[src/rtl/ro_pkg.sv]
// Shared types and constants for the ring-oscillator pair counter.
package ro_pkg;

  typedef enum logic [2:0] {
    IDLE    = 3'd0,
    SETTLE  = 3'd1,
    COUNT   = 3'd2,
    COMPARE = 3'd3,
    HOLD    = 3'd4
  } ro_state_t;

  // Cycles spent flushing the synchronizers before counting starts.
  localparam int RO_SETTLE_CYCLES = 3;
  // Flops in each oscillator synchronizer chain (history flop not included).
  localparam int RO_SYNC_DEPTH = 2;

endpackage

[src/rtl/ro_edge_sync.sv]
// Synchronizes one asynchronous oscillator line and flags its rising edges.
// Pulse appears combinationally from flopped state; no backpressure.
module ro_edge_sync
  import ro_pkg::*;
(
  input  logic clk,
  input  logic reset,
  input  logic din,
  output logic rise
);

  logic [RO_SYNC_DEPTH-1:0] sync_q;
  logic                     hist_q;

  always_ff @(posedge clk) begin
    if (reset) begin
      sync_q <= '0;
      hist_q <= 1'b0;
    end else begin
      sync_q <= {sync_q[RO_SYNC_DEPTH-2:0], din};
      hist_q <= sync_q[RO_SYNC_DEPTH-1];
    end
  end

  assign rise = sync_q[RO_SYNC_DEPTH-1] & ~hist_q;

endmodule

[src/rtl/ro_pair_counter.sv]
// Counts edges of one selected RO pair over WINDOW cycles and records a > b; bit_valid WINDOW+5 cycles after start.
// No backpressure: enable low aborts a measurement. Optional RO_COUNT_OUT_EN exposes captured counts.
module ro_pair_counter
  import ro_pkg::*;
#(
  parameter int NUM_PAIRS = 4,
  parameter int SEL_W     = 2,
  parameter int CNT_W     = 16,
  parameter int WINDOW    = 1024
) (
  input  logic                 clk,
  input  logic                 reset,
  input  logic                 enable,
  input  logic [SEL_W-1:0]     pair_select,
  input  logic [NUM_PAIRS-1:0] ro_a,
  input  logic [NUM_PAIRS-1:0] ro_b,
  output logic                 busy,
  output logic                 bit_valid,
  output logic                 bit_out,
`ifdef RO_COUNT_OUT_EN
  output logic [CNT_W-1:0]     count_a,
  output logic [CNT_W-1:0]     count_b,
`endif
  output logic [NUM_PAIRS-1:0] response
);

  // One phase counter serves both the settle interval and the window.
  localparam int PH_MAX = (WINDOW > RO_SETTLE_CYCLES) ? WINDOW : RO_SETTLE_CYCLES;
  localparam int PH_W   = $clog2(PH_MAX);
  localparam logic [PH_W-1:0]  SETTLE_LAST = PH_W'(RO_SETTLE_CYCLES - 1);
  localparam logic [PH_W-1:0]  WINDOW_LAST = PH_W'(WINDOW - 1);
  localparam logic [CNT_W-1:0] CNT_MAX     = '1;

  ro_state_t            state;
  logic [SEL_W-1:0]     sel_q;
  logic [PH_W-1:0]      win_q;
  logic [CNT_W-1:0]     cnt_a;
  logic [CNT_W-1:0]     cnt_b;
  logic [NUM_PAIRS-1:0] rise_a;
  logic [NUM_PAIRS-1:0] rise_b;
  logic                 edge_a;
  logic                 edge_b;
  logic                 a_wins;

  for (genvar g = 0; g < NUM_PAIRS; g++) begin : g_sync
    ro_edge_sync u_sync_a (
      .clk   (clk),
      .reset (reset),
      .din   (ro_a[g]),
      .rise  (rise_a[g])
    );
    ro_edge_sync u_sync_b (
      .clk   (clk),
      .reset (reset),
      .din   (ro_b[g]),
      .rise  (rise_b[g])
    );
  end

  assign edge_a = rise_a[sel_q];
  assign edge_b = rise_b[sel_q];
  assign a_wins = cnt_a > cnt_b;

  always_ff @(posedge clk) begin
    if (reset) begin
      state     <= IDLE;
      sel_q     <= '0;
      win_q     <= '0;
      cnt_a     <= '0;
      cnt_b     <= '0;
      busy      <= 1'b0;
      bit_valid <= 1'b0;
      bit_out   <= 1'b0;
      response  <= '0;
`ifdef RO_COUNT_OUT_EN
      count_a   <= '0;
      count_b   <= '0;
`endif
    end else begin
      bit_valid <= 1'b0;
      case (state)
        IDLE: begin
          // Out-of-range selects are ignored so no bogus response bit is written.
          if (enable && (int'(pair_select) < NUM_PAIRS)) begin
            state <= SETTLE;
            sel_q <= pair_select;
            win_q <= '0;
            cnt_a <= '0;
            cnt_b <= '0;
            busy  <= 1'b1;
          end
        end

        SETTLE: begin
          if (!enable) begin
            state <= IDLE;
            busy  <= 1'b0;
          end else if (win_q == SETTLE_LAST) begin
            state <= COUNT;
            win_q <= '0;
          end else begin
            win_q <= win_q + 1'b1;
          end
        end

        COUNT: begin
          if (!enable) begin
            state <= IDLE;
            busy  <= 1'b0;
          end else begin
            if (edge_a && (cnt_a != CNT_MAX)) cnt_a <= cnt_a + 1'b1;
            if (edge_b && (cnt_b != CNT_MAX)) cnt_b <= cnt_b + 1'b1;
            if (win_q == WINDOW_LAST) begin
              state <= COMPARE;
              win_q <= '0;
            end else begin
              win_q <= win_q + 1'b1;
            end
          end
        end

        COMPARE: begin
          bit_out          <= a_wins;
          response[sel_q]  <= a_wins;
          bit_valid        <= 1'b1;
`ifdef RO_COUNT_OUT_EN
          count_a          <= cnt_a;
          count_b          <= cnt_b;
`endif
          state            <= HOLD;
        end

        HOLD: begin
          if (!enable) begin
            state <= IDLE;
            busy  <= 1'b0;
          end
        end

        default: begin
          state <= IDLE;
          busy  <= 1'b0;
        end
      endcase
    end
  end

endmodule

[config.mk]
export PLATFORM = sky130hd
export DESIGN_NAME = ro_pair_counter
export DESIGN_NICKNAME = d
export VERILOG_FILES = /design/src/rtl/ro_pkg.sv /design/src/rtl/ro_edge_sync.sv /design/src/rtl/ro_pair_counter.sv
export SDC_FILE = /design/constraint.sdc
export NUM_CORES = 1
export LEC_CHECK = 0
export CAP_MARGIN = 10
export CORE_MARGIN = 8
export CORE_UTILIZATION = 45
export CTS_BUF_LIST = sky130_fd_sc_hd__clkbuf_16
export CTS_CLUSTER_DIAMETER = 120
export DETAILED_ROUTE_END_ITERATION = 10
export PLACE_DENSITY = 0.73
export SYNTH_ARGS = -nofsm -noshare
export SYNTH_HDL_FRONTEND = slang
export SYNTH_HIERARCHICAL = 1
export SYNTH_SLANG_ARGS = --single-unit
[constraint.sdc]
create_clock -name clk -period 3 [get_ports clk]
set_input_delay 0.6 -clock clk [delete_from_list [all_inputs] [get_ports clk]]
set_output_delay 0.6 -clock clk [all_outputs]
set_load 0.1 [all_outputs]
* Word-level counts from Yosys, hierarchy flattened *
Index checks and enable logic that the tools add are counted.
W data, S select, Z words.

word-level totals
  flip-flop bits (word level) = 78
  input port bits = 13
  output and inout bits = 7
  logic and storage cells = 109

cells by class
  $add $sub $neg = 3
  order comparisons = 3
  equality and inequality tests = 17
  mux-type cells = 31
  bitwise gates (word level) = 17
  reduce and logical (&&, ||, !) cells = 13

operators by type and width
  kind                     number
  $mux W16                 5
  $pmux W16 S2             2
  $mux W10                 5
  $add A16 B1 Y16 const B  2
  $ne A16 B16 Y1 const B   2
  $pmux W10 S3             1
  $mux W3                  6
  $gt A16 B16 Y1           1
  $reduce_and A4 Y1        4
  $pmux W3 S5              1
  $ne A2 B2 Y1 const B     7
  $add A10 B1 Y10 const B  1
  $eq A10 B10 Y1 const B   1
  $eq A10 B2 Y1 const B    1
  $not A1 Y1               9
  $and A1 B1 Y1            8
  $eq A3 B2 Y1 const B     2
  $mux W1                  6
  $ne A3 B3 Y1 const B     2
  $bmux W1 S2              2
  $bwmux W4                1
  $eq A3 B1 Y1 const B     1
  $eq A3 B3 Y1 const B     1
  $logic_and A1 B1 Y1      3
  10 further kinds         10

* Logic depth before layout (Yosys ltp) *
  depth after elaboration = 8
  depth in mapped cells = 7

* Cells and area by module *
Netlist, hierarchy kept.

modules (own cells, without submodules)
  module           instances  cells each  area each (um^2)
  ro_pair_counter  1          390         3280.6
  ro_edge_sync     8          7           87.6

* Least setup slack after synthesis *
Ideal clock, no wire load.

  path type = register -> register
  from = register cnt_a[1]
  to = register cnt_a[2]
  library setup time = 88 ps
  data arrival time = 1742 ps
  required time = 2912 ps
  slack = 1170 ps
  stages on the path, launching flop included = 8
  path through = dfxtp_1 -> ha_1 -> nand3_2 -> or4_4 -> a21oi_2 -> buf_6 -> nor2_2 -> o32ai_2

between the ends
  word-level cells in the longest chain between the ends = 4
  elaborated cells on any way between the ends = 8

RTL lines
  item                                               RTL line                source
  start, declared                                    ro_pair_counter.sv:37   logic [CNT_W-1:0] cnt_a;
  start signal, assigned                             ro_pair_counter.sv:111  if (edge_a && (cnt_a != CNT_MAX)) cnt_a <= cnt_a + 1'b1;
  $add A16 B1 Y16 or $ne A16 B16 Y1 (tied branches)  ro_pair_counter.sv:111
  $mux W16 or $logic_and A1 B1 Y1 (tied branches)    ro_pair_counter.sv:111
  $mux W16 or $ne A2 B2 Y1 (tied branches)           -
  $pmux W16 S2 or $reduce_and A4 Y1 (tied branches)  -

Several ways; a longest one is shown, not always the timed one. The select of a mux whose other input is x is not followed.
A chain may end at the register's enable or synchronous reset.

* Worst setup path in the final report *
  from = register cnt_b[0]
  to = register cnt_b[2]

between the ends
  word-level cells in the longest chain between the ends = 4
  elaborated cells on any way between the ends = 8

RTL lines
  item                                               RTL line                source
  start, declared                                    ro_pair_counter.sv:38   logic [CNT_W-1:0] cnt_b;
  start signal, assigned                             ro_pair_counter.sv:112  if (edge_b && (cnt_b != CNT_MAX)) cnt_b <= cnt_b + 1'b1;
  $add A16 B1 Y16 or $ne A16 B16 Y1 (tied branches)  ro_pair_counter.sv:112
  $mux W16 or $logic_and A1 B1 Y1 (tied branches)    ro_pair_counter.sv:112
  $mux W16 or $ne A2 B2 Y1 (tied branches)           -
  $pmux W16 S2 or $reduce_and A4 Y1 (tied branches)  -

Several ways; a longest one is shown, not always the timed one. The select of a mux whose other input is x is not followed.

==> flow_summary.toml <==
[timing]
fmax_ghz = 0.423
rsz0062_at_grt = "false"
slew_headroom = 0.493
clock_skew_ns = 0.00740
fin_ws_ns = 0.638
period_minus_slack_ns = 2.36
hold_ws_ns = 0.440
finalHoldViolations = 0
finalSetupViolCount = 0
worst_pin_slew_ns = 0.760
report.final.slew_viol_count = 0
fin_setup_tns_ns = 0
fin_crit_sh = 0.787

[pwr]
powerDensity_nw_per_um2 = 513
comb_power_share = 0.052
p_sw_frac = 0.238
clkPwrFrac = 0.488
total_leakage_power_nw = 1.71
ir_drop_uv = 335
p_seq_frac = 0.460
internal-power_mw = 1.77
p_total_mw = 2.32
power_switching_mw = 0.553

[global_routing]
grt_pass1_wl_mm = 14.7
antenna_found_initial = 0
grt_start_max_net_pins = 33
globalRouteOverflowTotal = 0
track_usage = 0.151
first_global_vias = 3178

[logic_synthesis]
synth.largest_area_cell = "dfxtp_1"
post_synth_inst_count = 446
syn_area_um2 = 3980
yosys_warnings = 6
yosys.area.top_type_share = 0.392
async_flop_share = 0
synth_ff_type = "dfxtp_1"
synthTopCellsByArea = "dfxtp_1 39%, ha_1 6.3%, nor2b_1 4.4%"
syn-mean-instance-area_um2 = 8.93
ys_ff_latch = 78
synth_seq_area_share = 0.392
syn-num-nets = 479
synth_edf_count = 0
yosysUniqueCellTypes = 63

[cts]
clock_latency_ns = 0.34
post_cts_buffers = 0
cts_tree = "built"
clock_path_buffers = 2
cts_num_sinks = 78
post_cts_resized = 0
clk_pin_slew_ns = 0.07
cts_buffers = 9
htreeDepth = 3
ctsHoldBuffers = 0
clockRootBuffer = "clkbuf_16"

[worst_hold_path]
min_to = "g_sync[2].u_sync_a/sync_q[1]"
hp-class = "flip-flop to flip-flop"
min-delay-start = "g_sync[2].u_sync_a/sync_q[0]"
hold_depth = 1

[placed_design]
hpwl_mm = 6.19
dp_cells = 562
dp_slack_ns = 0.373
io_buffer_count = 19
place.gp.congestion = 0.871
place_area_um2 = 4210

[floorplan]
die_area_um2 = 12100
num_rows = 34
die_w_um = 110
core_area_um2 = 8640
boundaryPins = 20
die_y_um = 110
start_util = 0.461

[worst_setup_path]
crit_chain = "ha_1, nand3_1, o41a_1, o21ai_2, and2_1, a221o_1"
crit_type = "flip-flop to flip-flop"
crit_required_ns = 3.28
max_stage_delay_ns = 0.49
startpoint_type = "flip-flop"
critical_path.top_delay_family = "compound AO/OA/AOI/OAI gates"
ff2ff_path_depth = 6
path_buf_inv = 0
critPathSlowestCell = "o41a_1"
reg2reg_slack_ns = 0.64
critPathMaxFanout = 12
reg2reg_from = "cnt_b[0]"
endpoint_kind = "flip-flop"
critPathArrivalTime_ns = 2.64
reg2reg_to = "cnt_b[2]"

[cells_and_area]
area_delta_synth_final_pct = 13.5
n_antenna_cell = 0
drive_gt1_frac = 0.130
fin_util = 0.523
final_nets = 498
stdcell_count = 578
fin_area_um2 = 4520

[routing]
routed_wl_mm = 8.73
drcViolationCount = 0
post_drt_wl_per_cell_um = 15.1
first_pass_iters = 5
avgViaCountPerCell = 5.83
drt-initial-drc-count = 201
ant_nets = 0
vias = 3372

[flow_run]
cap_viol_max_count = 0

[run_status]
outcome = "complete, no violations"
==> power groups by stage <==
stage                     Clock [mW]  Sequential (mW)  Combinational (mW)
after floorplan                    0             1.09              0.0821
after global placement             0             1.09               0.117
after detailed placement           0             1.09               0.120
after CTS                       1.15             1.07               0.121
after global routing            1.20             1.07               0.132
final                           1.13             1.07               0.120
==> Yosys cell counts (all sizes together) (6+ instances only) <==
cell / count
nand3: 23
nand2: 36
o31ai: 7
buf: 8
ha: 20
inv: 24
a31oi: 7
o211ai: 8
nor2b: 36
and3: 6
nand4: 13
nor3: 10
dfxtp: 78
o21ai: 17
nor2: 41
a32o: 6
nor4: 7
a21oi: 25
clkbuf: 7
nor3b: 6
==> flip-flops by register name (all words and copies together) (netlist names) <==
signal,cells
win_q,10
g_sync.u_sync_a/sync_q,8
response,4
state,3
bit_out,1
bit_valid,1
cnt_a,16
busy,1
sel_q,2
g_sync.u_sync_b/hist_q,4
cnt_b,16
g_sync.u_sync_a/hist_q,4
g_sync.u_sync_b/sync_q,8
==> logic make-up after synthesis <==
group,Yosys count,synth area share
XOR/XNOR,9,0.0198
AO/OA/AOI/OAI,97,0.169
AND/OR/NAND/NOR,198,0.289
adder cells (fa/ha/maj),20,0.0629
buffers and inverters,39,0.0487
multiplexers,5,0.0189
flip-flops,78,0.392
==> metal layers <==
metal	routed length [um]	track usage	vias to the layer above	share of wire
met5	0	0	-	0
met4	173	0.0636	0	0.020
met3	510	0.0366	17	0.058
met2	4050	0.251	121	0.46
met1	4000	0.183	1576	0.46
li1	-	-	1658	-
==> placed cells by master, fill, tap and decap left out, types with 4 or more instances in the layout <==
| cell type | count |
|---|---|
| nor3_1 | 10 |
| nor4_1 | 4 |
| and3_1 | 5 |
| or3_1 | 4 |
| o21ai_0 | 13 |
| ha_1 | 20 |
| nand3_1 | 20 |
| a21o_1 | 4 |
| o211ai_1 | 8 |
| a31o_2 | 4 |
| a21oi_1 | 24 |
| buf_4 | 11 |
| xor2_1 | 4 |
| nor2_1 | 39 |
| a211o_1 | 5 |
| clkdlybuf4s50_1 | 11 |
| xnor2_1 | 5 |
| nor2b_1 | 28 |
| clkbuf_16 | 9 |
| a31oi_1 | 7 |
| nor2b_2 | 8 |
| o31ai_1 | 7 |
| inv_1 | 24 |
| nand2_1 | 36 |
| nand4_1 | 12 |
| nor3b_1 | 5 |
| dfxtp_1 | 78 |
| a32o_1 | 6 |
| inv_6 | 4 |
==> worst register-to-register path: cells and delay by family (launching register included) <==
family | cells | cell delay [ns]
AND/OR/NAND/NOR | 2 | 0.54
flip-flops | 1 | 0.45
AO/OA/AOI/OAI | 3 | 1.09
adder cells (fa/ha/maj) | 1 | 0.23
==> worst max-delay path by stage <==
stage,startpoint,endpoint,slack [ns],depth (start not counted)
floorplan,cnt_a[1],cnt_a[2],1.17,7
finish,cnt_b[0],cnt_b[2],0.64,6
global route,cnt_b[0],cnt_b[2],0.47,6
CTS,cnt_b[0],cnt_b[2],0.65,6
detailed placement,enable,cnt_b[3],0.37,6
global placement,enable,cnt_b[3],0.44,6
==> final cells by class <==
type,instances,area [um2]
inverter,24,90.1
timing repair buffer,23,198
fill,796,4120
multi-input combinational,329,2230
sequential,78,1560
clock buffer,9,225
clock inverter,7,85.1
tap,108,135
Note: power is estimated with default switching activity, not from simulation.
